### src/rtl/serial_word_pkg.sv
// Shared types and constants for the serial word assembler.
package serial_word_pkg;

  localparam int unsigned DEFAULT_WIDTH = 4;

  // Bit-counter width for a given word width; never narrower than one bit.
  function automatic int unsigned cnt_width(input int unsigned w);
    return (w > 1) ? $clog2(w) : 1;
  endfunction

  localparam int unsigned DEFAULT_CNT_W = cnt_width(DEFAULT_WIDTH);

  typedef enum logic {
    ST_EMPTY = 1'b0,
    ST_FULL  = 1'b1
  } buf_state_t;

endpackage

### src/rtl/word_out_buffer.sv
// One-entry valid/ready holding register for completed words, with sticky
// overflow when a word completes while the held word is not being taken.
module word_out_buffer
  import serial_word_pkg::*;
#(
  parameter int unsigned WIDTH = DEFAULT_WIDTH
) (
  input  logic             clk,
  input  logic             reset,
  input  logic             load_i,
  input  logic [WIDTH-1:0] load_word_i,
  input  logic             ready_i,
  input  logic             overflow_clr_i,
  output logic [WIDTH-1:0] word_o,
  output logic             word_valid_o,
  output logic             overflow_o
);

  buf_state_t       state_q, state_d;
  logic [WIDTH-1:0] word_q, word_d;
  logic             ovf_q, ovf_d;

  always_ff @(posedge clk or posedge reset) begin
    if (reset) begin
      state_q <= ST_EMPTY;
      word_q  <= '0;
      ovf_q   <= 1'b0;
    end else begin
      state_q <= state_d;
      word_q  <= word_d;
      ovf_q   <= ovf_d;
    end
  end

  // Next state, held word and overflow; a completion in the handshake cycle passes through.
  always_comb begin
    logic ovf_set;
    state_d = state_q;
    word_d  = word_q;
    ovf_set = 1'b0;
    unique case (state_q)
      ST_EMPTY: begin
        if (load_i) begin
          state_d = ST_FULL;
          word_d  = load_word_i;
        end
      end
      ST_FULL: begin
        if (load_i && ready_i) begin
          word_d = load_word_i;
        end else if (load_i) begin
          ovf_set = 1'b1;
        end else if (ready_i) begin
          state_d = ST_EMPTY;
        end
      end
      default: state_d = ST_EMPTY;
    endcase
    if (ovf_set) begin
      ovf_d = 1'b1;
    end else if (overflow_clr_i) begin
      ovf_d = 1'b0;
    end else begin
      ovf_d = ovf_q;
    end
  end

  assign word_o       = word_q;
  assign word_valid_o = (state_q == ST_FULL);
  assign overflow_o   = ovf_q;

endmodule

### src/rtl/serial_word_assembler.sv
// Rebuilds WIDTH-bit words from a valid-qualified serial bit stream and hands
// them to a one-entry output buffer.
module serial_word_assembler
  import serial_word_pkg::*;
#(
  parameter int unsigned WIDTH     = DEFAULT_WIDTH,
  parameter bit          MSB_FIRST = 1'b0
) (
  input  logic             clk,
  input  logic             reset,
  input  logic             serial_i,
  input  logic             valid_i,
  output logic [WIDTH-1:0] word_o,
  output logic             word_valid_o,
  input  logic             word_ready_i,
  output logic             busy_o,
  output logic             overflow_o,
  input  logic             overflow_clr_i
);

  localparam int unsigned     CNT_W    = cnt_width(WIDTH);
  localparam logic [CNT_W-1:0] LAST_CNT = CNT_W'(WIDTH - 1);

  logic [CNT_W-1:0] cnt_q, cnt_d;
  logic [WIDTH-1:0] shreg_q, shreg_d;
  logic             busy_q, busy_d;
  logic [CNT_W-1:0] pos_c;
  logic [WIDTH-1:0] word_full_c;
  logic             complete_c;

  always_ff @(posedge clk or posedge reset) begin
    if (reset) begin
      cnt_q   <= '0;
      shreg_q <= '0;
      busy_q  <= 1'b0;
    end else begin
      cnt_q   <= cnt_d;
      shreg_q <= shreg_d;
      busy_q  <= busy_d;
    end
  end

  // Current word including this cycle's bit, so completion needs no extra cycle.
  always_comb begin
    pos_c              = MSB_FIRST ? (LAST_CNT - cnt_q) : cnt_q;
    word_full_c        = shreg_q;
    word_full_c[pos_c] = serial_i;
    complete_c         = valid_i && (cnt_q == LAST_CNT);
  end

  always_comb begin
    cnt_d   = cnt_q;
    shreg_d = shreg_q;
    busy_d  = busy_q;
    if (valid_i) begin
      if (complete_c) begin
        cnt_d   = '0;
        shreg_d = '0;
        busy_d  = 1'b0;
      end else begin
        cnt_d   = cnt_q + CNT_W'(1);
        shreg_d = word_full_c;
        busy_d  = 1'b1;
      end
    end
  end

  assign busy_o = busy_q;

  word_out_buffer #(
    .WIDTH(WIDTH)
  ) u_out_buf (
    .clk           (clk),
    .reset         (reset),
    .load_i        (complete_c),
    .load_word_i   (word_full_c),
    .ready_i       (word_ready_i),
    .overflow_clr_i(overflow_clr_i),
    .word_o        (word_o),
    .word_valid_o  (word_valid_o),
    .overflow_o    (overflow_o)
  );

endmodule

### config.mk
export PLATFORM = sky130hd
export DESIGN_NAME = serial_word_assembler
export DESIGN_NICKNAME = d
export VERILOG_FILES = /design/src/rtl/serial_word_pkg.sv /design/src/rtl/word_out_buffer.sv /design/src/rtl/serial_word_assembler.sv
export SDC_FILE = /design/constraint.sdc
export NUM_CORES = 1
export LEC_CHECK = 0
export BUFFER_PORTS_ARGS = -buffer_cell sky130_fd_sc_hd__buf_4
export CAP_MARGIN = 20
export CORE_AREA = 2 2 39 41
export CTS_CLUSTER_SIZE = 14
export DETAILED_ROUTE_END_ITERATION = 8
export DIE_AREA = 0 0 41 43
export GPL_TIMING_DRIVEN = 1
export SETUP_SLACK_MARGIN = 0.3
export SYNTH_ARGS = -nofsm -noshare
export SYNTH_HDL_FRONTEND = slang
export SYNTH_SLANG_ARGS = --single-unit
### constraint.sdc
create_clock -name clk -period 2.4 [get_ports clk]
set_clock_uncertainty 0.2 [all_clocks]
set_input_delay 0.12 -clock clk [delete_from_list [all_inputs] [get_ports clk]]
set_output_delay 0.12 -clock clk [all_outputs]
set_load 0.02 [all_outputs]
-- Word-level counts from Yosys, hierarchy flattened
Index checks and enable logic that the tools add are counted.
- logic and storage cells: 36
- flip-flop bits (word level): 13
- output and inout bits: 7
- $lt $le $gt $ge: 2
- mux-type cells: 18
- equal/unequal tests: 3
- bitwise gates (word level): 1
- add/sub/neg operators: 1
- reduce and logical (&&, ||, !) cells: 5
- operators with widths (kind ; count):
    $mux 4 ; 3
    $mux 1 ; 10
    $pmux 4 s2 ; 1
    $bwmux 4 ; 1
    $logic_and 1x1->1 ; 3
    $lt 2x3->1 const B ; 1
    $add 2x1->2 const B ; 1
    $demux 1 s2 ; 1
    $eq 2x2->1 const B ; 1
    $ge 2x1->1 const B ; 1
    $mux 2 ; 1
    $ne 2x1->1 const B ; 1
    $ne 2x2->1 const B ; 1
    $pmux 1 s2 ; 1
    $reduce_and 2->1 ; 1
    $reduce_bool 2->1 ; 1
    $not 1->1 ; 1

-- Longest topological paths before layout
- word-level depth: 7
- mapped depth: 5

-- Hierarchy
A second synthesis with hierarchy kept.
- cells, all modules: 57
- area, all modules: 661.9 um^2
- modules (own cells, without submodules) (module ; instances ; area an instance (um^2) ; seq. area each (um^2) ; cells an instance):
    serial_word_assembler ; 1 ; 405.4 ; 175.2 ; 40
    word_out_buffer ; 1 ; 256.5 ; 150.1 ; 17

-- Least setup slack after synthesis
Ideal clock, no wire load.
- path type: register -> register
- from: register cnt_q[0]
- to: register u_out_buf.word_q[0], in the netlist u_out_buf.word_o[0]
- arrival time: 1.219 ns
- slack: 0.856 ns
- library setup time: 0.125 ns
- stages on the path, launching flop included: 5
- buffers on the path: 0
- data required time: 2.075 ns
- clock period less this slack: 1.544 ns
- path through: dfrtp_1 inv_1 ha_1 mux2_2 mux2_2
- longest elaborated chain between the ends: 7
- elaborated cells on any way between the ends: 15
- classes of those cells: 2 x order compare; 3 x eq/ne; 6 x mux; 4 x reduce/logical
- ends and longest elaborated chain (item ; RTL line ; source):
    from (decl) ; serial_word_assembler.sv:24 ; logic [CNT_W-1:0] cnt_q, cnt_d;
    from (signal assigned) ; serial_word_assembler.sv:37 ; cnt_q <= cnt_d;
    $lt 2x3->1 (not written as such) / $ge 2x1->1 (equally long branches) ; serial_word_assembler.sv:47 ; word_full_c[pos_c] = serial_i;
    $logic_and 1x1->1 (not written as such) ; serial_word_assembler.sv:47 ;
    $mux 1 (not written as such) ; serial_word_assembler.sv:47 ;
    $demux 1 s2 ; serial_word_assembler.sv:47 ;
    $bwmux 4 ; serial_word_assembler.sv:47 ;
    $mux 4, on equally long branches ; word_out_buffer.sv:49, word_out_buffer.sv:43 ;
    $pmux 4 s2 ; word_out_buffer.sv:41 ; unique case (state_q)
    to (signal assigned) ; word_out_buffer.sv:30 ; word_q <= word_d;
    to (decl) ; word_out_buffer.sv:20 ; logic [WIDTH-1:0] word_q, word_d;
Several ways; a longest one is shown, not always the timed one. The select of a mux whose other input is x is not followed.
A chain may end at the register's enable or synchronous reset.

-- Final worst setup path
- from: register cnt_q[0]
- to: register u_out_buf.ovf_q, in the netlist u_out_buf.overflow_o
- longest elaborated chain between the ends: 6
- elaborated cells on any way between the ends: 8
- classes of those cells: 1 x eq/ne; 4 x mux; 3 x reduce/logical
- ends and longest elaborated chain (item ; RTL line ; source):
    $eq 2x2->1 (*) ; serial_word_assembler.sv:48 ; complete_c = valid_i && (cnt_q == LAST_CNT);
    $logic_and 1x1->1 (*) ; serial_word_assembler.sv:48 ;
    $mux 1 / $logic_and 1x1->1 (equally long branches) ; word_out_buffer.sv:51, word_out_buffer.sv:49 ;
    $mux 1 (*) ; word_out_buffer.sv:49 ; if (load_i && ready_i) begin
    $mux 1 (*) ; word_out_buffer.sv:41 ;
    $mux 1 / $reduce_bool 2->1 (equally long branches) ; -- ;
    to (signal assigned) ; word_out_buffer.sv:31 ; ovf_q <= ovf_d;
    to (decl) ; word_out_buffer.sv:21 ; logic ovf_q, ovf_d;
Mark *: on every way between the ends. The rest lies on a longest branch, timed or not.

==> run metrics <==
Placer Congestion=0.767; Synthesis Warnings=0; sequential power share=38.0%; I/O Buffers=12; Max Cap Viol=0; relative slew slack=68.0%; Int Pwr=562 uW; final wirelength=995 um; final hold violations=0; CP required=2.37 ns; # diodes=0; GR Util All Layers=14.1%; initial antenna violation count=0; Initial Utilization=40.6%; largest net degree at the start of global routing=13; Post-Layout Cell Count=85; cells after synthesis=47; Post-synth EDFFs=0; number of global-route vias before repair=369; Commonest cells post-synth=dfrtp_1 (12), mux2_2 (6), inv_1 (5), o21ai_0 (5), ha_1 (4); Leak Pwr=0.000387 uW; Resize count post-CTS=0; Synth Register Bits=12; Max Clk Rate=566 MHz; worst min path class=in2async; part of the power in the clock network=19.5%; Yosys top cell area share=53.5%; IO Pins=13; cell area after synthesis=562 um^2; postcts setup bufs=0; Post-synth ARST share=100%; Gate power share=42.6%; Worst Setup Path Type=reg2reg; dominant synthesized flop cell=dfrtp_1; Chip Width=41 um; max-slew violations=0; Synth area leader=dfrtp_1; maximum VDD drop=532 uV; clk root buf=clkbuf_4; dpl cells=75; nets@finish=80; Area Growth Syn to Fin=36.7%; Sw Ratio=34.4%; CP max FO=6; CP Capture Type=register; total clock sinks=12; worst slew pin tran=0.480 ns; ratio of final minimum period to clock period=73.6%; placed cell area=672 um^2; critical path arrival=1.73 ns; routed via count=412; Routed wire per std cell=11.7 um; startpoint types=register; Synthesized Nets=57; 1st-iter DRT viols=3; status=complete, no violations; Finished Cell Area=768 um^2; die area=0.00176 mm^2; final core utilization=55.5%; DR DRC count=0; Fin Setup TNS=0 ns; first-pass detailed-route iteration total=4; aggregate global routing overflow=0; remaining antenna violation count after routing=0; post-synthesis area per instance=12.0 um^2; P_sw=295 uW; clk slew on worst S/H paths=0.08 ns; H-Tree Depth=1; min Tclk post-route=1.77 ns; sequential-to-total area share from yosys stat=53.5%; fraction of layout cells with a size suffix above 1=36.2%; unrepaired setup endpoints after global routing=no; Die H=43 um; Vias per Instance=4.85; Rows=14; CTS tree=yes; P per Cell Area=1110 mW/mm^2; first-pass GRT wire length=1570 um; Detailed Place HPWL=687 um; CTS buffer count=3; Bufs on Longest Clock Path=2; synth unique cells=16; setup violators final=0; Clock Latency Late Sink=0.28 ns; top-count cell post-synth=dfrtp_1; synth top area cells=dfrtp_1 (53%), mux2_2 (12%), ha_1 (8.9%); Core ar.=0.00138 mm^2
==> path summary, 6_finish.rpt <==
check                                                    to  depth (start not counted)  slack (ns)              startpoint
hold / removal             u_out_buf.overflow_o$_DFFE_PP0P_                          3        0.21                   reset
setup / recovery           u_out_buf.overflow_o$_DFFE_PP0P_                          4        0.63    cnt_q[0]$_DFFE_PP0P_
hold reg to reg                      shreg_q[0]$_DFFE_PP0P_                          1        0.30  shreg_q[0]$_DFFE_PP0P_
min in group clk                     shreg_q[0]$_DFFE_PP0P_                          1        0.30  shreg_q[0]$_DFFE_PP0P_
setup reg to reg           u_out_buf.overflow_o$_DFFE_PP0P_                          4        0.63    cnt_q[0]$_DFFE_PP0P_
max in group asynchronous            shreg_q[0]$_DFFE_PP0P_                          3        1.46                   reset
==> power groups by stage <==
stage	logic (uW)	registers [uW]	clock network, uW
4_1_cts	370	326	169
2_1_floorplan	196	379	0
6_report	364	325	167
3_5_place_dp	361	330	0
3_3_place_gp	361	328	0
5_1_grt	403	338	184
==> layout by cell type (no fill, tap or decap), drive strengths merged <==
master        n
ha            4
or3           1
o22ai         2
o22a          1
nand2b        1
nand2         4
a32o          2
mux2          6
nor2          1
nor2b         1
buf          12
dfrtp        12
o21ai         5
a21o          1
clkbuf        4
inv           6
dlygate4sd3   6
==> routing by layer <==
layer	track usage, %	up-vias	part of all wire [%]
met1	17.6	189	46
li1	-	209	-
met3	3.14	5	4.4
met5	0	-	0
met4	12.0	0	3.1
met2	19.4	9	46
==> cell type report <==
cell class / count / area (um^2)
timing repair buffer: 18 / 150
inverter: 6 / 22.5
tap: 16 / 20.0
fill: 121 / 616
sequential: 12 / 300
clock buffer: 4 / 36.3
multi-input combinational: 29 / 239
==> critical path, cell delays in order (launching register included) <==
cell	delay, ns
dfrtp_1	0.42
ha_1	0.28
nand2_2	0.13
o22ai_1	0.07
dlygate4sd3_1	0.55
==> stage by stage <==
stage / hold slack (ns) / power, uW / setup slack [ns]
detailed placement: -0.0245 / 691 / 0.779
floorplan: -0.215 / 574 / 0.856
CTS: 0.226 / 864 / 0.629
finish: 0.213 / 856 / 0.634
global route: 0.249 / 924 / 0.568
global placement: -0.0325 / 690 / 0.789
==> state kept, by name (all words and copies together), names as in the netlist <==
name and count:
busy_o 1, shreg_q 3, u_out_buf.word_o 4, u_out_buf.overflow_o 1, cnt_q 2, u_out_buf.word_valid_o 1
==> cell families (layout without fill, tap and decap cells) <==
group | after synthesis | in the layout | share of synthesized area, %
AOI/OAI and AO/OA | 11 | 11 | 13.1
adders and majority gates | 4 | 4 | 8.91
buffers and inverters | 6 | 28 | 4.01
DFF | 12 | 12 | 53.5
muxes | 6 | 6 | 12.0
and+or+nand+nor | 8 | 8 | 8.46
==> timing repair <==
item                       4_1_cts  5_1_grt
hold buffers                     6        0
setup endpoints to repair        0        0
hold endpoints to repair        21        0
Note: power is estimated with default switching activity, not from simulation.
